## config.mk

```make
export PLATFORM = sky130hd
export DESIGN_NAME = float_divider_32bit
export DESIGN_NICKNAME = d
export VERILOG_FILES = /design/src/rtl/float_divider_32bit.sv
export SDC_FILE = /design/constraint.sdc
export NUM_CORES = 1
export LEC_CHECK = 0
export CORE_ASPECT_RATIO = 0.8
export CORE_MARGIN = 1.5
export CORE_UTILIZATION = 31
export CTS_CLUSTER_DIAMETER = 80
export DETAILED_ROUTE_END_ITERATION = 6
export PLACE_DENSITY_LB_ADDON = 0.05
export SLEW_MARGIN = 20
export SYNTH_ARGS = -nofsm -noshare
export SYNTH_HDL_FRONTEND = slang
export SYNTH_SLANG_ARGS = --single-unit
export TNS_END_PERCENT = 10
```

## constraint.sdc

```tcl
create_clock -name clk -period 17 [get_ports clk]
set_input_delay 3.4 -clock clk [delete_from_list [all_inputs] [get_ports clk]]
set_output_delay 3.4 -clock clk [all_outputs]
set_load 0.005 [all_outputs]
```

## src/rtl/float_divider_32bit.sv

```systemverilog
// IEEE-754 single-precision divider: special-case shortcut, 26-cycle
// restoring mantissa division, one-cycle round-to-nearest-even, then
// a one-cycle done pulse. Subnormal operands are flushed to zero.
module float_divider_32bit #(
  parameter int MANT_ITER = 26
) (
  input  logic        clk,
  input  logic        rst,
  input  logic        start,
  input  logic [31:0] a,
  input  logic [31:0] b,
  output logic        busy,
  output logic        done,
  output logic [31:0] result,
  output logic [3:0]  flags
);

  typedef enum logic [2:0] {IDLE, SPEC, DIV, ROUND, DONE} state_e;

  state_e                 state_q, state_d;
  logic [31:0]            a_q, b_q;
  logic [24:0]            rem_q;
  logic [MANT_ITER-1:0]   quo_q;
  logic [4:0]             cnt_q;
  logic                   busy_q, done_q;
  logic [31:0]            result_q;
  logic [3:0]             flags_q;

  // Zero (incl. flushed subnormal), inf or NaN on either side skips the divider
  function automatic logic is_special(input logic [31:0] x, input logic [31:0] y);
    return (x[30:23] == 8'h00) || (x[30:23] == 8'hFF) ||
           (y[30:23] == 8'h00) || (y[30:23] == 8'hFF);
  endfunction

  // Returns {flags[3:0], result[31:0]} for a special-case operand pair
  function automatic logic [35:0] special_case(input logic [31:0] x, input logic [31:0] y);
    logic s, xn, xi, xz, yn, yi, yz;
    logic [35:0] r;
    s  = x[31] ^ y[31];
    xn = (x[30:23] == 8'hFF) && (x[22:0] != 23'd0);
    xi = (x[30:23] == 8'hFF) && (x[22:0] == 23'd0);
    xz = (x[30:23] == 8'h00);
    yn = (y[30:23] == 8'hFF) && (y[22:0] != 23'd0);
    yi = (y[30:23] == 8'hFF) && (y[22:0] == 23'd0);
    yz = (y[30:23] == 8'h00);
    if (xn || yn || (xz && yz) || (xi && yi)) r = {4'b1000, 32'h7FC00000};
    else if (xi)                              r = {4'b0000, s, 8'hFF, 23'd0};
    else if (yi || xz)                        r = {4'b0000, s, 31'd0};
    else                                      r = {4'b0100, s, 8'hFF, 23'd0};
    return r;
  endfunction

  logic [35:0] spec_q;
  logic [24:0] diff;
  logic        ge;
  logic        norm, g, rb, stk, rnd_up, sgn, ovf, unf;
  logic [23:0] mant;
  logic [24:0] msum;
  logic [9:0]  exp0, exp1;
  logic [22:0] frac;

  // Divider step, rounding and range check, all from registered operands
  always_comb begin
    spec_q = special_case(a_q, b_q);
    diff   = rem_q - {1'b0, 1'b1, b_q[22:0]};
    ge     = (rem_q >= {1'b0, 1'b1, b_q[22:0]});
    norm   = quo_q[MANT_ITER-1];
    mant   = norm ? quo_q[25:2] : quo_q[24:1];
    g      = norm ? quo_q[1] : quo_q[0];
    rb     = norm & quo_q[0];
    stk    = |rem_q;
    rnd_up = g & (rb | stk | mant[0]);
    msum   = {1'b0, mant} + {24'd0, rnd_up};
    exp0   = {2'b00, a_q[30:23]} - {2'b00, b_q[30:23]} + 10'd127 - {9'd0, ~norm};
    exp1   = exp0 + {9'd0, msum[24]};
    frac   = msum[24] ? msum[23:1] : msum[22:0];
    sgn    = a_q[31] ^ b_q[31];
    ovf    = $signed(exp1) >= $signed(10'd255);
    unf    = $signed(exp1) <= $signed(10'd0);
  end

  // Next-state selection
  always_comb begin
    state_d = state_q;
    case (state_q)
      IDLE:    if (start) state_d = is_special(a, b) ? SPEC : DIV;
      SPEC:    state_d = DONE;
      DIV:     if (cnt_q == 5'(MANT_ITER - 1)) state_d = ROUND;
      ROUND:   state_d = DONE;
      DONE:    state_d = IDLE;
      default: state_d = IDLE;
    endcase
  end

  // State register
  always_ff @(posedge clk or negedge rst) begin
    if (!rst) state_q <= IDLE;
    else      state_q <= state_d;
  end

  // Operand capture, iterative division, result/flag update, handshake
  always_ff @(posedge clk or negedge rst) begin
    if (!rst) begin
      a_q <= '0; b_q <= '0; rem_q <= '0; quo_q <= '0; cnt_q <= '0;
      busy_q <= 1'b0; done_q <= 1'b0; result_q <= '0; flags_q <= '0;
    end else begin
      done_q <= (state_q == DONE);
      if (state_q == IDLE && start) busy_q <= 1'b1;
      else if (done_q)              busy_q <= 1'b0;
      case (state_q)
        IDLE: if (start) begin
          a_q   <= a;
          b_q   <= b;
          rem_q <= {2'b01, a[22:0]};
          quo_q <= '0;
          cnt_q <= '0;
        end
        SPEC: begin
          result_q <= spec_q[31:0];
          flags_q  <= spec_q[35:32];
        end
        DIV: begin
          quo_q <= {quo_q[MANT_ITER-2:0], ge};
          rem_q <= ge ? {diff[23:0], 1'b0} : {rem_q[23:0], 1'b0};
          cnt_q <= cnt_q + 5'd1;
        end
        ROUND: begin
          if (ovf) begin
            result_q <= {sgn, 8'hFF, 23'd0};
            flags_q  <= 4'b0010;
          end else if (unf) begin
            result_q <= {sgn, 31'd0};
            flags_q  <= 4'b0001;
          end else begin
            result_q <= {sgn, exp1[7:0], frac};
            flags_q  <= 4'b0000;
          end
        end
        default: ;
      endcase
    end
  end

  assign busy   = busy_q;
  assign done   = done_q;
  assign result = result_q;
  assign flags  = flags_q;

endmodule

```

==> flow_summary.json, run 1 <==
{
  "outcome": "complete, no violations",
  "synth_xor_area_share_pct": 5.89,
  "rr_startpoint": "quo_q[25]",
  "worstSetupPathType": "in -> reg",
  "ir_drop_mv": 0.139,
  "multi_input_area_sq_mm": 0.00519,
  "period_share_pct": 33.6,
  "powerDensity_mw_per_mm2": 254,
  "synth_compound_area_share_pct": 18.4,
  "whs_endpoint": "a_q[8]",
  "timing.fmax_mhz": 175,
  "cts.clk_slew.worst_paths_ns": 0.07,
  "drt-vias-per-instance": 5.11,
  "drcViolationCount": 0,
  "die_x_microns": 200,
  "synth_top_family_by_area": "simple AND/OR/NAND/NOR gates",
  "antennaDiodeCount": 0,
  "dr_wl_met3_mm": 1.22,
  "synthCells": 1111,
  "finalSetupViolations": 0,
  "met2_length_mm": 12.0,
  "worstReg2RegEnd": "result[21]",
  "syn-num-nets": 1223,
  "reg2reg_depth": 22,
  "regArea_sq_mm": 0.00403,
  "ctsHoldBuffers": 0,
  "io_pins": 105,
  "clkLatencyLatePin_ns": 0.44,
  "slew_violations": 0,
  "rows": 57,
  "place_congestion": 0.839,
  "async_reset_ff_share_pct": 100,
  "crit_slowest_cell": "buf_4",
  "dpl-instance-area_sq_mm": 0.0111,
  "cts_resized": 0,
  "grt_max_degree": 98,
  "synth_edf_count": 0,
  "tns_ns": 0,
  "grt_remaining_overflow": 0,
  "cts.htree.levels": 4,
  "utilization_pct": 38.3,
  "path_delay_family": "buffers and inverters",
  "max_stage_delay_ns": 0.56,
  "muxShareOfSynthArea_pct": 2.72,
  "portBuffers": 104,
  "design_area_sq_mm": 0.0117,
  "syn_area_sq_mm": 0.00966,
  "synthSimpleGateAreaFrac_pct": 20.5,
  "crit_required_ns": 17.31,
  "path_buf_inv": 4,
  "root_buffer": "clkbuf_16",
  "hpwl_mm": 21.4,
  "grt_pass1_wl_mm": 48.5,
  "total_leakage_power_uw": 0.00506,
  "cts_buffer_depth": 2,
  "post_drt_wl_per_cell_microns": 18.6,
  "cp_cell_sequence": "clkdlybuf4s50_1 -> nand2b_1 -> nor3_2 -> buf_4 -> buf_4 -> nor2_4 -> buf_4 -> nand2_1 -> nand2_1 -> a31oi_1 -> o31ai_1",
  "ys.warnings.count": 0,
  "antenna_found_initial": 0,
  "grt_usage_pct": 19.3,
  "cts-buffers-inserted": 17,
  "ys_types": 77,
  "start_util_pct": 31.7,
  "dieArea_sq_mm": 0.0322,
  "final_common_cell": "nand2_1",
  "die_height_microns": 161,
  "drt-met1-wl_mm": 16.4,
  "first_global_vias": 8264,
  "hp-class": "reg -> reg",
  "drtPass1Iterations": 5,
  "rsz0062_at_grt": "false",
  "fin_crit_ns": 5.72,
  "crit_arrival_ns": 6.02,
  "ant_nets": 0,
  "coreArea_sq_mm": 0.0305,
  "drv_cap": 0,
  "clock_skew_ns": 0.00751,
  "end_kind": "flop",
  "tightest_slew_ns": 0.951,
  "hold_viol": 0,
  "num_vias": 8214,
  "crit_path_start_kind": "input pin",
  "cts_tree": "yes",
  "cts.sinks": 161,
  "syn_to_final_growth_pct": 21.1,
  "hp-start": "a_q[8]",
  "drt-initial-drc-count": 568,
  "fin_nets": 1295,
  "cp_max_fo": 55,
  "seq_area_frac_synth_pct": 41.7,
  "mostFrequentLayoutCells": "240 x nand2_1, 160 x dfrtp_1, 103 x clkdlybuf4s50_1, 89 x o21ai_0, 56 x inv_1",
  "ys.flop_type": "dfrtp_1",
  "whs_path_depth": 2,
  "top_layer_used": "met4",
  "synth_fa_ha_area_share_pct": 6.06,
  "r2r_setup_slack_ns": 11.29,
  "postCtsSetupRepairBufs": 0,
  "wl_mm": 29.9,
  "drive_above_1_share_pct": 5.52,
  "synth-seq-cells": 161,
  "avgSynthCellArea_sq_um": 8.70,
  "cp_common_cell": "buf_4",
  "fill_cells": 3197,
  "max_slew_margin_pct": 36.6
}
## worst max path at each step
stage	start	to	cells past startpoint
CTS	quo_q[25]	result[21]	22
detailed placement	start	rem_q[13]	11
global placement	start	rem_q[13]	11
global route	quo_q[25]	result[8]	22
floorplan	quo_q[25]	result[11]	28
finish	start	rem_q[13]	11
## routing by layer
layer / vias up / track usage (%)
met4: 0 / 5.26
met3: 18 / 3.43
met5: - / 0
met1: 3993 / 30.0
li1: 4030 / -
met2: 173 / 26.9
## cell usage after synthesis (3+ instances only)
library cell	instances	area [sq um]
a21boi_0	6	45.0
a21o_1	15	113
a21oi_1	38	190
a21oi_2	3	26.3
a22o_1	38	333
a22oi_1	7	52.6
a31oi_1	10	62.6
and2_1	6	37.5
and3_1	11	68.8
buf_1	6	22.5
buf_2	7	35.0
clkbuf_1	44	165
dfrtp_1	161	4030
fa_1	3	60.1
ha_1	42	526
inv_1	56	210
mux2i_1	24	240
nand2_1	241	905
nand2b_1	7	43.8
nand3_1	22	110
nand4_1	22	138
nor2_1	54	203
nor2b_1	7	43.8
nor3_1	15	75.1
nor4_1	23	144
nor4b_1	3	26.3
o211ai_1	10	75.1
o21a_1	8	60.1
o21ai_0	89	445
o31ai_1	6	45.0
or2_2	3	18.8
or3_1	5	31.3
xnor2_1	34	298
xor2_1	31	272
## worst reg2reg max path, stage by stage (launching register included)
cell	delay [ns]
dfrtp_2	0.43
nand2b_1	0.23
a21boi_0	0.21
ha_1	0.26
and4_1	0.26
o211a_1	0.35
nand3_2	0.21
nor2_4	0.18
o2111a_2	0.44
xor2_1	0.19
ha_1	0.16
a21o_1	0.09
ha_1	0.16
inv_1	0.05
fa_1	0.40
and2b_1	0.22
o21ai_2	0.06
a21boi_2	0.25
o31ai_2	0.14
a31oi_1	0.54
and4_4	0.42
and2_4	0.25
a22o_1	0.16
## registers in the layout (all words and copies together) (netlist names)
register	cells
b_q	32
cnt_q	5
flags	4
busy	1
state_q	3
done	1
rem_q	25
quo_q	26
result	32
a_q	32
## stage by stage
step	power, uW	instances	hold WS [ns]	setup WS (ns)
CTS	2990	1608	0.483	11.26
finish	2980	1608	0.480	11.28
detailed placement	2540	1577	0.466	10.83
global route	3270	1608	0.507	10.75
global placement	2550	1577	0.462	10.87
floorplan	2050	1111	0.446	11.08
## cells by family (layout without fill, tap and decap cells)
family / Yosys count / count (layout)
simple gates: 434 / 434
compound gates: 264 / 264
flops: 161 / 161
buf+inv: 116 / 200
xor+xnor: 65 / 65
fa+ha+maj: 45 / 45
mux: 26 / 26
## cell type report
cell class | count | area share [%]
flip-flops and latches | 161 | 34.4
multi-input cells | 834 | 44.4
inverters | 57 | 1.83
clock inverters | 13 | 1.81
clock buffers | 18 | 3.67
repair buffers | 112 | 9.42
well taps | 413 | 4.42
## power breakdown
| group | switching (uW) | total (uW) | internal (uW) |
|---|---|---|---|
| Sequential | 187 | 747 | 561 |
| Combinational | 1040 | 1800 | 757 |
| Clock | 171 | 431 | 260 |
No activity file was read; power rests on OpenSTA's default activity.
==> inputs of run 2 (changes only) <==
clock period = 5.14 ns   (was 17 ns; I/O delays follow)
==> flow_summary.json, run 2 (synthesis results as in run 1) <==
{
  "drtPass1Iterations": 6,
  "wl_mm": 29.4,
  "antenna_found_initial": 0,
  "cts_tree": "yes",
  "num_vias": 8104,
  "clock_skew_ns": 0.0124,
  "root_buffer": "clkbuf_16",
  "final_common_cell": "nand2_1",
  "fin_nets": 1303,
  "max_slew_margin_pct": 34.4,
  "period_share_pct": 94.2,
  "post_drt_wl_per_cell_microns": 18.2,
  "first_global_vias": 8012,
  "fin_crit_ns": 4.84,
  "postCtsSetupRepairBufs": 0,
  "max_stage_delay_ns": 0.49,
  "rsz0062_at_grt": "false",
  "seqPwrFrac_pct": 24.8,
  "ctsHoldBuffers": 0,
  "drv_cap": 0,
  "crit_required_ns": 5.46,
  "crit_arrival_ns": 5.17,
  "hp-class": "reg -> reg",
  "clkLatencyLatePin_ns": 0.44,
  "ir_drop_mv": 0.635,
  "die_height_microns": 161,
  "place_congestion": 0.818,
  "p_switching_uw": 4710,
  "grt_remaining_overflow": 0,
  "tightest_slew_ns": 0.980,
  "crit_slowest_cell": "a2111o_1",
  "drcViolationCount": 0,
  "cts_resized": 0,
  "cts.clk_slew.worst_paths_ns": 0.07,
  "rows": 57,
  "io_pins": 105,
  "coreArea_sq_mm": 0.0305,
  "dieArea_sq_mm": 0.0322,
  "worstSetupPathType": "reg -> reg",
  "cp_max_fo": 5,
  "grt_usage_pct": 19.0,
  "timing.fmax_mhz": 207,
  "p_sw_share_pct": 47.7,
  "pwr-share-comb_pct": 62.0,
  "power_uw": 9870,
  "hpwl_mm": 21.7,
  "multi_input_area_sq_mm": 0.00524,
  "p_int_uw": 5170,
  "end_kind": "flop",
  "antennaDiodeCount": 0,
  "cts_buffer_depth": 2,
  "slew_violations": 0,
  "grt_max_degree": 105,
  "drive_above_1_share_pct": 6.48,
  "utilization_pct": 38.5,
  "drt-initial-drc-count": 577,
  "outcome": "complete, no violations",
  "drt-vias-per-instance": 5.01,
  "path_buf_inv": 1,
  "ant_nets": 0,
  "path_delay_family": "compound AO/OA/AOI/OAI gates",
  "pwr-share-clk_pct": 13.3,
  "regArea_sq_mm": 0.00403,
  "fill_cells": 3187,
  "tns_ns": 0,
  "cts-buffers-inserted": 17,
  "syn_to_final_growth_pct": 21.8,
  "die_x_microns": 200,
  "dpl-instance-area_sq_mm": 0.0112,
  "design_area_sq_mm": 0.0118,
  "finalSetupViolations": 0,
  "cts.sinks": 161,
  "start_util_pct": 31.7,
  "powerDensity_mw_per_mm2": 839,
  "cts.htree.levels": 4,
  "cp_cell_sequence": "nand2b_1 -> a21boi_1 -> ha_4 -> and4_1 -> o211a_1 -> nand3_4 -> nor2_4 -> o2111a_2 -> xor2_1 -> ha_2 -> a21o_1 -> ha_1 -> inv_1 -> fa_2 -> and2b_1 -> o21ai_2 -> a21boi_4 -> o31ai_4 -> a2111o_1 -> and4_4 -> o21a_1 -> a221o_1",
  "portBuffers": 104,
  "mostFrequentLayoutCells": "241 x nand2_1, 160 x dfrtp_1, 103 x clkdlybuf4s50_1, 88 x o21ai_0, 56 x inv_1",
  "total_leakage_power_uw": 0.00509,
  "grt_pass1_wl_mm": 47.5,
  "hold_viol": 0,
  "crit_path_start_kind": "flop"
}
==> run 2: layout make-up <==
| cell class | count | share of cell area (%) |
|---|---|---|
| inverters | 57 | 1.82 |
| well taps | 413 | 4.39 |
| repair buffers | 120 | 9.99 |
| clock inverters | 12 | 1.04 |
| clock buffers | 20 | 3.97 |
| flip-flops and latches | 161 | 34.3 |
| multi-input cells | 834 | 44.5 |
==> run 2: power groups by stage <==
| stage | Clock, uW | Sequential [uW] | Combinational [uW] |
|---|---|---|---|
| after floorplan | 0 | 2200 | 4660 |
| after global placement | 0 | 2460 | 6100 |
| after detailed placement | 0 | 2460 | 6050 |
| after CTS | 1350 | 2450 | 6090 |
| after global routing | 1400 | 2540 | 6890 |
| final | 1310 | 2450 | 6120 |
==> run 2: through the flow <==
stage	hold slack [ns]	cells	setup WS, ns
2_1_floorplan	0.446	1111	-0.0880
3_3_place_gp	0.460	1585	0.210
3_5_place_dp	0.464	1585	0.183
4_1_cts	0.482	1617	0.155
5_1_grt	0.498	1617	0.0370
6_report	0.478	1617	0.298
==> run 2: worst reg2reg max path: stages, from the launching register on <==
cell	delay, ns
dfrtp_2	0.44
nand2b_1	0.17
a21boi_1	0.21
ha_4	0.19
and4_1	0.23
o211a_1	0.23
nand3_4	0.12
nor2_4	0.19
o2111a_2	0.24
xor2_1	0.16
ha_2	0.18
a21o_1	0.08
ha_1	0.15
inv_1	0.06
fa_2	0.34
and2b_1	0.21
o21ai_2	0.07
a21boi_4	0.22
o31ai_4	0.10
a2111o_1	0.49
and4_4	0.24
o21a_1	0.11
a221o_1	0.31
==> run 2: per-layer routing <==
| metal | GRT usage [%] | up-vias | routed length, microns |
|---|---|---|---|
| li1 | - | 4047 | - |
| met1 | 29.7 | 3913 | 16200 |
| met2 | 26.7 | 129 | 12000 |
| met3 | 3.35 | 15 | 1000 |
| met4 | 3.90 | 0 | 193 |
| met5 | 0 | - | 0 |
==> run 2: final timing paths <==
kind / startpoint / cells after the start / slack [ns] / end
hold reg to reg: a_q[4] / 2 / 0.48 / a_q[4]
max in group asynchronous: rst / 2 / 3.42 / a_q[11]
setup / recovery: quo_q[25] / 22 / 0.30 / result[22]
setup reg to reg: quo_q[25] / 22 / 0.30 / result[22]
min in group asynchronous: rst / 1 / 0.63 / b_q[20]
hold / removal: a_q[4] / 2 / 0.48 / a_q[4]
